===== config.mk =====
export PLATFORM = sky130hd
export DESIGN_NAME = rle_decompressor
export DESIGN_NICKNAME = d
export VERILOG_FILES = /design/src/rtl/rle_decompressor.sv
export SDC_FILE = /design/constraint.sdc
export NUM_CORES = 1
export LEC_CHECK = 0
export ABC_AREA = 1
export ABC_CLOCK_PERIOD_IN_PS = 7400
export CAP_MARGIN = 20
export CELL_PAD_IN_SITES_DETAIL_PLACEMENT = 0
export CELL_PAD_IN_SITES_GLOBAL_PLACEMENT = 2
export CORE_MARGIN = 2
export CORE_UTILIZATION = 32
export DETAILED_ROUTE_END_ITERATION = 16
export HOLD_SLACK_MARGIN = 0.12
export PLACE_DENSITY = 0.78
export SYNTH_ARGS = -nofsm -noshare
export SYNTH_HDL_FRONTEND = slang
export SYNTH_SLANG_ARGS = --single-unit

===== constraint.sdc =====
create_clock -name aclk -period 7.4 [get_ports aclk]
set_input_delay 1.11 -clock aclk [delete_from_list [all_inputs] [get_ports aclk]]
set_output_delay 1.11 -clock aclk [all_outputs]
set_load 0.005 [all_outputs]

===== src/rtl/rle_decompressor.sv =====
// Run-length decoder: expands (count, value) tokens into 512-bit beats of
// sixteen 32-bit lanes, packed lowest lane first with no gaps between tokens.
// A partial beat is emitted only when the frame's last token has been fully
// expanded; a zero-count last token flushes the pending beat, or produces an
// empty tlast beat when nothing is pending.
module rle_decompressor (
    input  logic         aclk,
    input  logic         aresetn,
    input  logic [63:0]  i_data_tdata,
    input  logic [7:0]   i_data_tkeep,
    input  logic         i_data_tlast,
    input  logic         i_data_tvalid,
    output logic         i_data_tready,
    output logic [511:0] o_data_tdata,
    output logic [63:0]  o_data_tkeep,
    output logic         o_data_tlast,
    output logic         o_data_tvalid,
    input  logic         o_data_tready
);

    typedef enum logic [1:0] {
        IDLE = 2'd0,
        FILL = 2'd1,
        EMIT = 2'd2
    } state_e;

    state_e         state_q,    state_d;
    logic [31:0]    run_cnt_q,  run_cnt_d;
    logic [31:0]    run_val_q,  run_val_d;
    logic           run_last_q, run_last_d;
    logic [511:0]   acc_q,      acc_d;
    logic [63:0]    acc_keep_q, acc_keep_d;
    logic [4:0]     fill_q,     fill_d;

    // Words placed this FILL cycle: the smaller of the run remainder and free lanes.
    logic [4:0]     avail;
    logic [4:0]     take;
    logic [4:0]     fill_sum;
    logic [31:0]    run_rem;
    logic [31:0]    tok_cnt;

    // Input byte enables carry no meaning for a token.
    logic           unused_tkeep;
    assign unused_tkeep = ^i_data_tkeep;

    assign tok_cnt  = i_data_tdata[63:32];
    assign avail    = 5'd16 - fill_q;
    assign take     = (run_cnt_q < {27'd0, avail}) ? run_cnt_q[4:0] : avail;
    assign fill_sum = fill_q + take;
    assign run_rem  = run_cnt_q - {27'd0, take};

    // Handshake outputs: tready is held low while reset is asserted.
    assign i_data_tready = (state_q == IDLE) && aresetn;
    assign o_data_tvalid = (state_q == EMIT);
    assign o_data_tlast  = (state_q == EMIT) && run_last_q && (run_cnt_q == 32'd0);
    assign o_data_tdata  = acc_q;
    assign o_data_tkeep  = acc_keep_q;

    // Next-state and datapath update for the IDLE/FILL/EMIT sequencer.
    always_comb begin
        // NOTE: every variable gets a default first, so no path can infer a latch.
        state_d    = state_q;
        run_cnt_d  = run_cnt_q;
        run_val_d  = run_val_q;
        run_last_d = run_last_q;
        acc_d      = acc_q;
        acc_keep_d = acc_keep_q;
        fill_d     = fill_q;

        unique case (state_q)
            IDLE: begin
                if (i_data_tvalid) begin
                    if (tok_cnt != 32'd0) begin
                        run_cnt_d  = tok_cnt;
                        run_val_d  = i_data_tdata[31:0];
                        run_last_d = i_data_tlast;
                        state_d    = FILL;
                    end else if (i_data_tlast) begin
                        run_cnt_d  = 32'd0;
                        run_last_d = 1'b1;
                        state_d    = EMIT;
                    end
                end
            end

            FILL: begin
                for (int k = 0; k < 16; k++) begin
                    if ((5'(k) >= fill_q) && (5'(k) < fill_sum)) begin
                        acc_d[32*k +: 32]    = run_val_q;
                        acc_keep_d[4*k +: 4] = 4'hF;
                    end
                end
                run_cnt_d = run_rem;
                fill_d    = fill_sum;
                if ((fill_sum == 5'd16) || ((run_rem == 32'd0) && run_last_q)) begin
                    state_d = EMIT;
                end else if (run_rem == 32'd0) begin
                    state_d = IDLE;
                end else begin
                    state_d = FILL;
                end
            end

            EMIT: begin
                if (o_data_tready) begin
                    fill_d     = 5'd0;
                    acc_keep_d = 64'd0;
                    if (run_cnt_q != 32'd0) begin
                        state_d = FILL;
                    end else begin
                        run_last_d = 1'b0;
                        state_d    = IDLE;
                    end
                end
            end

            default: state_d = IDLE;
        endcase
    end

    // Control registers with asynchronous reset.
    always_ff @(posedge aclk or negedge aresetn) begin
        if (!aresetn) begin
            state_q    <= IDLE;
            run_cnt_q  <= 32'd0;
            run_val_q  <= 32'd0;
            run_last_q <= 1'b0;
            acc_keep_q <= 64'd0;
            fill_q     <= 5'd0;
        end else begin
            // NOTE: non-blocking assignments so every register samples pre-edge values.
            state_q    <= state_d;
            run_cnt_q  <= run_cnt_d;
            run_val_q  <= run_val_d;
            run_last_q <= run_last_d;
            acc_keep_q <= acc_keep_d;
            fill_q     <= fill_d;
        end
    end

    // Beat data register.
    always_ff @(posedge aclk) begin
        // NOTE: lane data is left unreset; acc_keep marks which lanes hold valid words.
        acc_q <= acc_d;
    end

endmodule

==> impl_metrics.tcl <==
set metrics [dict create \
    fp-row-count 95 \
    cts_tree "done" \
    netSwitchingFraction 0.372 \
    utilization 0.466 \
    use_met2 0.395 \
    top_usage_layer "met2" \
    slowest_stage "inv_2" \
    first_global_vias 13800 \
    drv_cap 0 \
    synth-seq-cells 600 \
    cts_buffers 66 \
    clk_latency_ns 0.61 \
    async_flop_share 0.147 \
    power_density_mw_per_mm2 566 \
    cp_slowest_stage_delay_ns 0.62 \
    skew_ns 0.0413 \
    required_ns 7.67 \
    p_int_w 0.0111 \
    area_growth_syn_to_layout_pct 44.0 \
    placed_cell_area_mm2 0.0291 \
    grt_overflow 0 \
    rsz0062_at_grt "false" \
    pwr-share-comb 0.401 \
    status "complete, no violations" \
    use_met1 0.272 \
    ir_worst_vdd_uv 279 \
    synth.avg_cell_area_um2 15.6 \
    firstDrtPassIters 6 \
    crit_path_end_kind "flop" \
    finalCriticalPeriod_ns 5.58 \
    dieArea_mm2 0.0701 \
    htree_levels 3 \
    die_h_um 265 \
    die_w_um 265 \
    synth_area_mm2 0.0218 \
    critical_path_buf_inv_count 6 \
    yosys_most_used_dff "edfxtp_1" \
    cp-start-kind "flop" \
    synth_edf_count 512 \
    fin_nets 2154 \
    timing.final.crit_share 0.754 \
    final-setup-viol-count 0 \
    finalHoldViolations 0 \
    cts_sinks 600 \
    critical_path_class "flop to flop" \
    final_cell_mix "clkdlybuf4s50_1, edfxtp_1, nand2_1" \
    dp_hpwl_um 57400 \
    p_sw_w 0.00660 \
    worstMarginPinSlew_ns 1.12 \
    drt-initial-drc-count 1537 \
    layout-drive-gt1-share 0.0966 \
    cp_cell_sequence "nor2_1 > inv_1 > nor2_1 > nor2_1 > inv_1 > nand2_1 > ha_1 > a21oi_1 > nand2_1 > nand3_1 > nand2_4 > o21ai_0 > ha_1 > inv_1 > fa_1 > o21ai_0 > xor2_1 > nand3b_2 > nand2_4 > inv_6 > o21ai_0 > nand2_1 > inv_2 > buf_4" \
    hold_slack_ns 0.560 \
    fin_area_mm2 0.0313 \
    grt_start_max_net_pins 66 \
    design.core.area_mm2 0.0673 \
    antenna_found_initial 5 \
    yosysWarnings 0 \
    fin_setup_tns_ns 0 \
    ys_seq_area_frac 0.807 \
    ys_types 46 \
    syn_nets 1491 \
    wl_um 79900 \
    clockBufferDepth 3 \
    post_cts_buffers 0 \
    grt_first_pass_wirelength_um 110000 \
    viasPerCell 4.75 \
    seqPwrFrac 0.411 \
    critical_path_arrival_ns 5.85 \
    place_congestion 0.928 \
    final_common_cell "clkdlybuf4s50_1" \
    clkPwrFrac 0.189 \
    hold_buffers 0 \
    grt_usage 0.223 \
    ctsRootBufferMaster "clkbuf_16" \
    portBuffers 647 \
    slew_headroom 0.255 \
    initial_core_util 0.324 \
    grt_use_met3 0.0520 \
    synthCells 1395 \
    hold_path.class "flop to flop" \
    drc 0 \
    num_vias 14200 \
    ios 656 \
    slew_violations 0 \
    path_max_fanout 19 \
    leakage_nw 11.4 \
    cts_resized 0 \
    clock.fmax_mhz 179 \
    clk_pin_slew_worst_paths_ns 0.06 \
    routedWlPerCell_um 26.7 \
    antenna_left 0 \
    critical-path-top-delay-family "simple AND/OR/NAND/NOR gates" \
]
## logic make-up (layout without fill, tap and decap cells)
group / Yosys count / count (layout) / share of synthesized area
xor+xnor: 14 / 14 / 0.00563
buf+inv: 186 / 902 / 0.0413
compound gates: 110 / 110 / 0.0292
mux: 32 / 32 / 0.0166
fa+ha+maj: 19 / 19 / 0.0116
simple gates: 434 / 434 / 0.0882
other cells: 0 / 6 / 0
flops: 600 / 600 / 0.807
## cell usage after synthesis (all sizes together), types with 2 or more instances
cell type  number  area [µm²]
a21oi          18        90.1
a22oi           3        22.5
a31oi           3        18.8
and2            2        12.5
buf            59         417
clkbuf         11        41.3
clkinv          3        12.5
dfrtp          88        2200
edfxtp        512       15400
fa              2        40.0
ha             17         213
inv           113         429
mux2           32         360
nand2         233         922
nand3          49         260
nand3b          4        33.8
nand4          11        68.8
nor2          112         483
nor3           12        71.3
nor4            9        56.3
o211ai         11        82.6
o21ai          63         338
o22ai           9        56.3
xnor2           2        17.5
xor2           12         105
## registers in the layout, summed over array words and instances (netlist names)
name          flops
state_q           2
run_val_q        32
run_last_q        1
run_cnt_q        32
o_data_tkeep     16
o_data_tdata    512
fill_q            5
## worst paths after layout
kind	start	end	slack [ns]	cells after the start
max in group asynchronous	aresetn	run_val_q[28]	5.63	3
min in group asynchronous	aresetn	run_val_q[9]	0.75	2
worst max-delay path	fill_q[2]	o_data_tdata[458]	1.82	24
worst min-delay path	o_data_tkeep[10]	o_data_tkeep[10]	0.56	2
worst min register to register	o_data_tkeep[10]	o_data_tkeep[10]	0.56	2
worst max register to register	fill_q[2]	o_data_tdata[458]	1.82	24
## metal layers
layer  routed length [µm]  vias to the layer above
li1                     -                     6249
met1                31000                     7188
met2                40900                      674
met3                 6110                       99
met4                 1870                        2
met5                   13                        -
## power by group through the flow
stage          registers, W  logic (W)  clock network [W]
2_1_floorplan       0.00704    0.00264                  0
3_3_place_gp        0.00729    0.00720                  0
3_5_place_dp        0.00736    0.00721                  0
4_1_cts             0.00731    0.00723            0.00341
5_1_grt             0.00747    0.00761            0.00355
6_report            0.00728    0.00711            0.00334
## area by class of cell
class	count	area, µm²
Fill cell	5806	35900
Sequential cell	600	17600
Timing Repair Buffer	665	6650
Multi-Input combinational cell	609	3320
Clock buffer	81	1750
Tap cell	873	1090
Clock inverter	40	494
Inverter	116	442
Antenna cell	6	15.0
## worst min-delay path, stage by stage (launching register included)
cell     delay, ns
dfrtp_1       0.40
nand2_1       0.07
nand2_1       0.06
## through the flow
stage / setup WS (ns) / instances / power [W]
after CTS: 1.76 / 2983 / 0.0180
after detailed placement: 1.79 / 2862 / 0.0146
after floorplan: 2.13 / 1395 / 0.00968
after global placement: 1.90 / 2860 / 0.0145
after global routing: 1.33 / 2985 / 0.0186
final: 1.82 / 2990 / 0.0177
Power figures use the tool's default switching activity.
